File: config.mk
export PLATFORM = sky130hd
export DESIGN_NAME = secant_search_fx
export DESIGN_NICKNAME = d
export VERILOG_FILES = /design/src/rtl/secant_search_fx.sv
export SDC_FILE = /design/constraint.sdc
export NUM_CORES = 1
export LEC_CHECK = 0
export ABC_AREA = 1
export CAP_MARGIN = 25
export CORE_MARGIN = 2
export CORE_UTILIZATION = 42
export DETAILED_ROUTE_END_ITERATION = 7
export DONT_BUFFER_PORTS = 1
export GPL_TIMING_DRIVEN = 1
export SYNTH_ARGS = -nofsm -noshare
export SYNTH_HDL_FRONTEND = slang
export SYNTH_SLANG_ARGS = --single-unit
File: constraint.sdc
create_clock -name clk -period 17.5 [get_ports clk]
set_input_delay 3.5 -clock clk [delete_from_list [all_inputs] [get_ports clk]]
set_output_delay 3.5 -clock clk [all_outputs]
set_load 0.02 [all_outputs]
File: src/rtl/secant_search_fx.sv
// Fixed-point secant-method search controller for the front-end control loop.
// Drives the reference i_ref, requests one plant measurement per trial point and iterates
// c = b - f_b*(b-a)/(f_b-f_a) until |q_measured - q_desired| < TOL, then tracks the point and
// restarts the search if the tracked error drifts out of tolerance.
//
// Ports:
//   clk, rst          clock, asynchronous active-high reset
//   enable            search enable (level); low returns to IDLE on the next edge
//   q_desired         target value (unsigned, sampled live)
//   q_measured        plant measurement, valid only while ready=1
//   ready             one-cycle pulse answering the last meas_req
//   i_ref             registered current reference
//   meas_req          one-cycle pulse: measure at the current i_ref
//   converged         high while tracking
//   went_unstable     sticky failure flag, cleared when the next search starts
//   busy              high in every state except IDLE and FAIL
//   iter_count        secant iterations since the last (re)start
module secant_search_fx #(
    parameter int BUS_WIDTH     = 10,
    parameter int TOL           = 30,
    parameter int MAX_ITER      = 16,
    parameter int DIVERGE_LIMIT = 3,
    parameter int ITER_W        = $clog2(MAX_ITER + 1)
) (
    input  logic                 clk,
    input  logic                 rst,
    input  logic                 enable,
    input  logic [BUS_WIDTH-1:0] q_desired,
    input  logic [BUS_WIDTH-1:0] q_measured,
    input  logic                 ready,
    output logic [BUS_WIDTH-1:0] i_ref,
    output logic                 meas_req,
    output logic                 converged,
    output logic                 went_unstable,
    output logic                 busy,
    output logic [ITER_W-1:0]    iter_count
);

    localparam int PW      = 2 * BUS_WIDTH + 2;  // product / dividend width
    localparam int DENW    = BUS_WIDTH + 2;      // slope denominator width
    localparam int CNT_W   = $clog2(PW + 2);
    localparam int STALL_W = $clog2(DIVERGE_LIMIT + 1);

    localparam logic [BUS_WIDTH-1:0] IMAX       = '1;
    localparam logic [BUS_WIDTH:0]   TOL_V      = (BUS_WIDTH + 1)'(TOL);
    localparam logic [STALL_W-1:0]   LIMIT_V    = STALL_W'(DIVERGE_LIMIT);
    localparam logic [ITER_W-1:0]    MAX_ITER_V = ITER_W'(MAX_ITER);
    localparam logic [CNT_W-1:0]     CNT_LAST   = CNT_W'(PW);
    localparam logic [CNT_W-1:0]     CNT_ONE    = CNT_W'(1);

    typedef enum logic [3:0] {
        StIdle, StProbeA, StWaitA, StProbeB, StWaitB, StCalc,
        StProbeC, StWaitC, StCheck, StTrack, StFail
    } state_e;

    state_e state_q, state_d;

    logic [BUS_WIDTH-1:0]        i_ref_q, i_ref_d, a_q, a_d, b_q, b_d, c_q, c_d;
    logic signed [BUS_WIDTH:0]   f_a_q, f_a_d, f_b_q, f_b_d, f_c_q, f_c_d;
    logic                        meas_req_q, meas_req_d, unst_q, unst_d;
    logic                        track_wait_q, track_wait_d;
    logic [ITER_W-1:0]           iter_q, iter_d;
    logic [STALL_W-1:0]          stall_q, stall_d, stall_nxt;
    // Restoring divider state: dividend shifts out of quo_q MSB-first, quotient shifts in.
    logic [PW-1:0]               quo_q, quo_d;
    logic [DENW-1:0]             rem_q, rem_d, dvs_q, dvs_d;
    logic                        neg_q, neg_d;
    logic [CNT_W-1:0]            cnt_q, cnt_d;

    function automatic logic [BUS_WIDTH:0] abs_v(input logic signed [BUS_WIDTH:0] v);
        return v[BUS_WIDTH] ? -v : v;
    endfunction

    logic signed [BUS_WIDTH:0]   err, ab_diff;
    logic [BUS_WIDTH:0]          abs_err, abs_fb, abs_fc;
    logic signed [PW-1:0]        prod;
    logic signed [DENW-1:0]      den;
    logic [PW-1:0]               num_mag;
    logic [DENW-1:0]             den_mag, rem_sub;
    logic [DENW:0]               rem_sh;
    logic                        rem_ge;
    logic signed [PW:0]          q_signed;
    logic signed [PW+1:0]        c_wide;
    logic [BUS_WIDTH-1:0]        c_clamp;

    assign err     = $signed({1'b0, q_measured}) - $signed({1'b0, q_desired});
    assign abs_err = abs_v(err);
    assign abs_fb  = abs_v(f_b_q);
    assign abs_fc  = abs_v(f_c_q);
    assign ab_diff = $signed({1'b0, b_q}) - $signed({1'b0, a_q});
    assign prod    = PW'(f_b_q) * PW'(ab_diff);
    assign den     = DENW'(f_b_q) - DENW'(f_a_q);
    assign num_mag = prod[PW-1] ? -prod : prod;
    assign den_mag = den[DENW-1] ? -den : den;
    assign rem_sh  = {rem_q, quo_q[PW-1]};
    assign rem_ge  = rem_sh >= {1'b0, dvs_q};
    // Once rem_sh >= dvs the difference is below dvs, so the low bits are exact.
    assign rem_sub = rem_sh[DENW-1:0] - dvs_q;
    // Magnitude quotient with sign reapplied gives truncation toward zero.
    assign q_signed = neg_q ? -$signed({1'b0, quo_q}) : $signed({1'b0, quo_q});
    assign c_wide   = (PW + 2)'($signed({1'b0, b_q})) - (PW + 2)'(q_signed);
    assign c_clamp  = c_wide[PW+1]               ? '0   :
                      (|c_wide[PW:BUS_WIDTH])    ? IMAX : c_wide[BUS_WIDTH-1:0];

    // State register
    always_ff @(posedge clk or posedge rst) begin
        if (rst) state_q <= StIdle;
        else     state_q <= state_d;
    end

    // Next-state and datapath next values
    always_comb begin
        state_d      = state_q;
        i_ref_d      = i_ref_q;
        meas_req_d   = 1'b0;
        unst_d       = unst_q;
        iter_d       = iter_q;
        a_d          = a_q;
        b_d          = b_q;
        c_d          = c_q;
        f_a_d        = f_a_q;
        f_b_d        = f_b_q;
        f_c_d        = f_c_q;
        stall_d      = stall_q;
        stall_nxt    = stall_q;
        track_wait_d = track_wait_q;
        quo_d        = quo_q;
        rem_d        = rem_q;
        dvs_d        = dvs_q;
        neg_d        = neg_q;
        cnt_d        = '0;
        if (!enable) begin
            state_d = StIdle;
        end else begin
            case (state_q)
                StIdle: begin
                    unst_d  = 1'b0;
                    iter_d  = '0;
                    a_d     = '0;
                    b_d     = IMAX;
                    stall_d = '0;
                    state_d = StProbeA;
                end
                StProbeA: begin
                    i_ref_d    = a_q;
                    meas_req_d = 1'b1;
                    state_d    = StWaitA;
                end
                StWaitA: if (ready) begin
                    f_a_d   = err;
                    state_d = StProbeB;
                end
                StProbeB: begin
                    i_ref_d    = b_q;
                    meas_req_d = 1'b1;
                    state_d    = StWaitB;
                end
                StWaitB: if (ready) begin
                    f_b_d = err;
                    if (abs_err < TOL_V) begin
                        c_d          = b_q;
                        track_wait_d = 1'b0;
                        state_d      = StTrack;
                    end else begin
                        state_d = StCalc;
                    end
                end
                StCalc: begin
                    if (cnt_q == '0) begin
                        if (f_b_q == f_a_q) begin
                            unst_d  = 1'b1;
                            state_d = StFail;
                        end else begin
                            quo_d = num_mag;
                            rem_d = '0;
                            dvs_d = den_mag;
                            neg_d = prod[PW-1] ^ den[DENW-1];
                            cnt_d = CNT_ONE;
                        end
                    end else if (cnt_q <= CNT_LAST) begin
                        rem_d = rem_ge ? rem_sub : rem_sh[DENW-1:0];
                        quo_d = {quo_q[PW-2:0], rem_ge};
                        cnt_d = cnt_q + 1'b1;
                    end else begin
                        c_d     = c_clamp;
                        iter_d  = iter_q + 1'b1;
                        state_d = StProbeC;
                    end
                end
                StProbeC: begin
                    i_ref_d    = c_q;
                    meas_req_d = 1'b1;
                    state_d    = StWaitC;
                end
                StWaitC: if (ready) begin
                    f_c_d   = err;
                    state_d = StCheck;
                end
                StCheck: begin
                    if (abs_fc < TOL_V) begin
                        track_wait_d = 1'b0;
                        state_d      = StTrack;
                    end else begin
                        stall_nxt = (abs_fc >= abs_fb) ? stall_q + 1'b1 : '0;
                        stall_d   = stall_nxt;
                        if (stall_nxt == LIMIT_V || iter_q == MAX_ITER_V) begin
                            unst_d  = 1'b1;
                            state_d = StFail;
                        end else begin
                            a_d     = b_q;
                            f_a_d   = f_b_q;
                            b_d     = c_q;
                            f_b_d   = f_c_q;
                            state_d = StCalc;
                        end
                    end
                end
                StTrack: begin
                    // track_wait_q marks an outstanding tracking request.
                    if (!track_wait_q) begin
                        meas_req_d   = 1'b1;
                        track_wait_d = 1'b1;
                    end else if (ready) begin
                        if (abs_err >= TOL_V) begin
                            a_d     = '0;
                            b_d     = IMAX;
                            iter_d  = '0;
                            stall_d = '0;
                            state_d = StProbeA;
                        end else begin
                            meas_req_d = 1'b1;
                        end
                    end
                end
                StFail:  state_d = StFail;
                default: state_d = StIdle;
            endcase
        end
    end

    // Datapath registers
    always_ff @(posedge clk or posedge rst) begin
        if (rst) begin
            i_ref_q      <= '0;
            meas_req_q   <= 1'b0;
            unst_q       <= 1'b0;
            iter_q       <= '0;
            a_q          <= '0;
            b_q          <= IMAX;
            c_q          <= '0;
            f_a_q        <= '0;
            f_b_q        <= '0;
            f_c_q        <= '0;
            stall_q      <= '0;
            track_wait_q <= 1'b0;
            quo_q        <= '0;
            rem_q        <= '0;
            dvs_q        <= '0;
            neg_q        <= 1'b0;
            cnt_q        <= '0;
        end else begin
            i_ref_q      <= i_ref_d;
            meas_req_q   <= meas_req_d;
            unst_q       <= unst_d;
            iter_q       <= iter_d;
            a_q          <= a_d;
            b_q          <= b_d;
            c_q          <= c_d;
            f_a_q        <= f_a_d;
            f_b_q        <= f_b_d;
            f_c_q        <= f_c_d;
            stall_q      <= stall_d;
            track_wait_q <= track_wait_d;
            quo_q        <= quo_d;
            rem_q        <= rem_d;
            dvs_q        <= dvs_d;
            neg_q        <= neg_d;
            cnt_q        <= cnt_d;
        end
    end

    // Outputs
    always_comb begin
        i_ref         = i_ref_q;
        meas_req      = meas_req_q;
        converged     = (state_q == StTrack);
        went_unstable = unst_q;
        busy          = (state_q != StIdle) && (state_q != StFail);
        iter_count    = iter_q;
    end

endmodule

======== Word level (Yosys, flattened, before mapping) ========
Cells that the tools add are included.
word-level totals
  bits in registers ....................... 139
  input bits .............................. 24
  output and inout port bits .............. 19
operators by class
  $add $sub $neg .......................... 14
  $mul .................................... 1
  order comparisons ....................... 6
  equality and inequality tests ........... 37
  mux-type cells .......................... 85
  bitwise operators ....................... 2
  reductions and logical operators ........ 29
operator list
  cell                   number
  $mux W10               16
  $pmux W10 S3           3
  $mux W11               8
  $mux W22               4
  $mux W12               5
  $mux W4                13
  $mux W5                9
  $pmux W11 S2           2
  $pmux W4 S11           1
  $neg A11 Y11           3
  $ne A2 B2 Y1 const B   13
  $sub A11 B23 Y24       1
  $mux W23               1
  $neg A22 Y23           1
  $lt A11 B5 Y1 const B  2
  $mul A11 B11 Y22       1
  $neg A22 Y22           1
  $sub A10 B10 Y11       2
  $pmux W10 S2           1
  $reduce_and A6 Y1      3
  $eq A4 B3 Y1 const B   4
  $pmux W5 S3            1
  $reduce_and A5 Y1      3
  $reduce_bool A3 Y1     5
  other kinds (39)       71

======== Longest topological paths before layout ========
  depth after elaboration ................. 10
  depth in mapped cells ................... 44

======== Worst setup path after synthesis ========
No wires, ideal clock.
  path type ............................... register -> register
  start ................................... reg b_q[0]
  end ..................................... reg quo_q[17]
  setup time .............................. 0.128 ns
  arrival ................................. 6.895 ns
  path slack .............................. 10.477 ns
  stages on the path, launching flop included .. 39
  path buffers ............................ 0
  cells stage by stage .................... dfstp_2 -> inv_1 -> ha_1 -> inv_1 -> fa_1 -> a21oi_1 -> o21ai_0 -> nand2_1 -> nand2_1 -> nand2_1 -> nand2_1 -> nand2_1 -> nand2_1 -> a21oi_1 -> or2_2 -> nand2_1 -> a21oi_1 -> clkinv_1 -> (+3 left out) -> fa_1 -> fa_1 -> inv_1 -> fa_1 -> inv_1 -> ha_1 -> nand2_1 -> o21ai_0 -> inv_1 -> nand2_1 -> xor2_1 -> nand4_1 -> nor3_2 -> nand3_1 -> nand3_1 -> nand2_1 -> o21ai_1 -> o21ai_0
between the ends
  cells in the longest elaborated chain, start to end .. 6
RTL lines
  item                      RTL line  source
  start: declaration        58        logic [BUS_WIDTH-1:0] i_ref_q, i_ref_d, a_q, a_d, b_q, b_d, c_q, c_d;
  start signal: assignment  249       b_q <= IMAX;
  start signal: assignment  267       b_q <= b_d;
  $sub A10 B10 Y11 (*)      90        assign ab_diff = $signed({1'b0, b_q}) - $signed({1'b0, a_q});
  $mul A11 B11 Y22 (*)      91        assign prod = PW'(f_b_q) * PW'(ab_diff);
  $neg A22 Y22              93        assign num_mag = prod[PW-1] ? -prod : prod;
  $mux W22 (*)              93
  $mux W22 (*)              170       if (f_b_q == f_a_q) begin
  $mux W22 (*)              169       if (cnt_q == '0) begin
  end signal: assignment    274       quo_q <= quo_d;
  end: declaration          65        logic [PW-1:0] quo_q, quo_d;
Every way passes the cells marked *; elsewhere a longest branch is shown, timed or not. The select of a mux whose other input is x is not followed.
A chain may end at the register's enable or synchronous reset.

======== Worst setup path after layout ========
  start ................................... reg b_q[0]
  end ..................................... reg quo_q[15]
Same word-level chain as after synthesis.

==> impl_metrics.env <==
export IMPL_wl_met2_mm=20.86
export IMPL_dr_first_iter_drc_count=1024
export IMPL_synth_top_family_by_area="simple AND/OR/NAND/NOR gates"
export IMPL_max_freq_ghz=0.1196
export IMPL_cp_top_family="adder cells"
export IMPL_cts_tree="built"
export IMPL_path_buf_inv=6
export IMPL_dominantRegCellSynth="dfrtp_1"
export IMPL_drive_above_1_share=0.07266
export IMPL_synth_seq_cells=139
export IMPL_routed_wl_met3_mm=2.470
export IMPL_yosysTopAreaCell="dfrtp_1"
export IMPL_seq_area_frac_synth=0.2092
export IMPL_dp_slack_ps=9108
export IMPL_highest_layer="met4"
export IMPL_viasPerCell=5.127
export IMPL_r2r_slack_ps=9140
export IMPL_worst_slew_pin_slew_ps=1047
export IMPL_hold_violations=0
export IMPL_finalWorstSetupSlack_ps=9137
export IMPL_setup_viol=0
export IMPL_max_slew_margin=0.2991
export IMPL_overflow=0
export IMPL_synth_cell_type_count=59
export IMPL_period_needed_ps=8363
export IMPL_synthArstFlopShare=1.000
export IMPL_synth_top_cells_by_count="452 x nand2_1, 430 x inv_1, 291 x nor2_1"
export IMPL_die_h_um=203.3
export IMPL_core_area_um2=39460
export IMPL_floorplan_initialDensity=0.4229
export IMPL_wirelength_mm=45.63
export IMPL_fin_cells=2851
export IMPL_critPathRequiredTime_ps=17850
export IMPL_synth_edf_count=0
export IMPL_grt_pass1_wl_mm=75.39
export IMPL_die_area_um2=41340
export IMPL_fin_crit_sh=0.4779
export IMPL_reg2reg_depth=39
export IMPL_setup_tns_final_ps=0
export IMPL_drv_slew=0
export IMPL_hp_class="register to register"
export IMPL_muxShareOfSynthArea=0
export IMPL_synth_compound_area_frac=0.1248
export IMPL_synth_top_cells_by_area="dfrtp_1 19%, fa_1 15%, nand2_1 10%"
export IMPL_ant_nets=0
export IMPL_numCtsBuffers=17
export IMPL_final_nets=2582
export IMPL_synth_area_per_cell_um2=7.137
export IMPL_worstSetupPathType="register to register"
export IMPL_fin_skew_ps=12.08
export IMPL_cts_root_buf="clkbuf_16"
export IMPL_cp_max_fo=21
export IMPL_worstPathArrival_ps=8710
export IMPL_synth_fa_ha_area_frac=0.2383
export IMPL_critical_path_cell_count=39
export IMPL_drc_errors=0
export IMPL_gp_congestion=0.9105
export IMPL_routedWlPerCell_um=16.00
export IMPL_row_count=73
export IMPL_seq_area_um2=3491
export IMPL_post_cts_resized=0
export IMPL_dp_cells=2820
export IMPL_crit_top_cell="nand2_1"
export IMPL_synthXorXnorAreaFrac=0.05744
export IMPL_max_cap_violations=0
export IMPL_pin_count=43
export IMPL_crit_start="b_q[0]$_DFFE_PP1P_"
export IMPL_portBuffers=0
export IMPL_antenna_found_initial=0
export IMPL_setup_worst_path_end="quo_q[15]$_DFFE_PP0P_"
export IMPL_rsz0062_at_grt="false"
export IMPL_via_count=14620
export IMPL_yosys_warnings=0
export IMPL_h_tree_depth=4
export IMPL_slowest_stage="nand2_1"
export IMPL_outcome="complete, no violations"
export IMPL_clk_latency_ps=460
export IMPL_hold_buffers=0
export IMPL_grt_pass1_vias=14460
export IMPL_fillerInstances=4037
export IMPL_mappedNetlistArea_um2=16690
export IMPL_multi_input_area_um2=11240
export IMPL_grt_start_max_net_pins=72
export IMPL_max_stage_delay_ps=550
export IMPL_rr_startpoint="b_q[0]$_DFFE_PP1P_"
export IMPL_yosys_cell_count_top_type="nand2_1"
export IMPL_firstDrtPassIters=5
export IMPL_cts_sinks=139
export IMPL_synthCells=2338
export IMPL_die_x_um=203.3
export IMPL_drt_met1_wl_mm=21.01
export IMPL_syn_num_nets=2606
export IMPL_start_kind="register"
export IMPL_synth_top_area_frac=0.1935
export IMPL_cts_clk_slew_worst_paths_ps=60
export IMPL_yosys_area_share_simple=0.2531
export IMPL_diodes=0
export IMPL_track_usage=0.2310
export IMPL_syn_to_final_growth_pct=6.216
export IMPL_worst_r2r_endpoint="quo_q[15]$_DFFE_PP0P_"
export IMPL_clk_path_buf_depth=2
export IMPL_hold_depth=2
export IMPL_dpl_hpwl_mm=36.37
export IMPL_post_cts_setup_buffer_count=0
export IMPL_crit_path_end_kind="register"
-- logic make-up after synthesis --
kind of cell	count (synthesis)
fa+ha+maj	244
xor+xnor	106
compound gates	367
buf+inv	507
simple gates	975
flops	139
-- area by class of cell --
type / instances / area share
Clock buffer: 19 / 0.02443
Clock inverter: 12 / 0.006566
Inverter: 455 / 0.09672
Multi-Input combinational cell: 1692 / 0.6345
Sequential cell: 139 / 0.1970
Tap cell: 525 / 0.03706
Timing Repair Buffer: 9 / 0.003812
-- per-layer routing --
metal	track usage	vias to the layer above
li1	-	7275
met3	0.03851	69
met4	0.07873	0
met5	0	-
met1	0.3127	6898
met2	0.3749	376
-- through the flow --
stage	area (um^2)	utilization	hold slack [ps]
2_1_floorplan	16690	-	448.3
3_3_place_gp	17170	0.4352	477.2
3_5_place_dp	17170	0.4352	483.7
4_1_cts	17720	0.4492	495.8
5_1_grt	17720	0.4492	511.6
6_report	17720	0.4492	493.8
-- registers in the layout, indices dropped and copies added, names as in the netlist, 2 cells and up --
signal / flops
quo_q: 22
dvs_q: 12
rem_q: 12
f_a_q: 11
f_b_q: 11
f_c_q: 11
a_q: 10
b_q: 10
c_q: 10
i_ref: 10
cnt_q: 5
iter_count: 5
state_q: 4
stall_q: 2
-- layout by cell type, fill, tap and decap left out, types with 5 or more instances in the layout --
master,n
nand2_1,452
inv_1,429
nor2_1,289
a21oi_1,149
dfrtp_1,129
o21ai_0,125
fa_1,123
ha_1,121
nand3_1,103
xor2_1,80
nand4_1,28
nand2_2,25
o21ai_2,22
xnor2_1,22
o21ai_1,19
nor3_1,18
clkbuf_16,17
inv_2,15
nor2_2,15
a221oi_1,10
dfstp_2,10
clkinv_1,9
or2_2,9
buf_4,9
nand3_2,8
a31oi_1,7
o21bai_1,6
o211ai_1,6
nor3_2,5
nor2_4,5
-- how the worst min path moves through the flow --
stage	start	end	slack, ps
2_1_floorplan	f_a_q[0]$_DFFE_PP0P_	f_a_q[0]$_DFFE_PP0P_	450
3_3_place_gp	dvs_q[6]$_DFFE_PP0P_	dvs_q[6]$_DFFE_PP0P_	480
3_5_place_dp	dvs_q[5]$_DFFE_PP0P_	dvs_q[5]$_DFFE_PP0P_	480
4_1_cts	b_q[0]$_DFFE_PP1P_	b_q[0]$_DFFE_PP1P_	500
5_1_grt	b_q[0]$_DFFE_PP1P_	b_q[0]$_DFFE_PP1P_	510
6_report	b_q[0]$_DFFE_PP1P_	b_q[0]$_DFFE_PP1P_	490
-- worst reg2reg max path, delay by kind of cell, from the launching register on --
| family | cells | cell delay [ps] |
|---|---|---|
| buffers and inverters | 6 | 870 |
| adder cells (fa/ha/maj) | 8 | 3450 |
| AND/OR/NAND/NOR | 16 | 1970 |
| flip-flops | 1 | 370 |
| AO/OA/AOI/OAI | 8 | 1470 |
| XOR/XNOR | 1 | 130 |
Power is not shown: default switching activity piles up to over one toggle a cycle in this logic, so the estimate is an artifact.
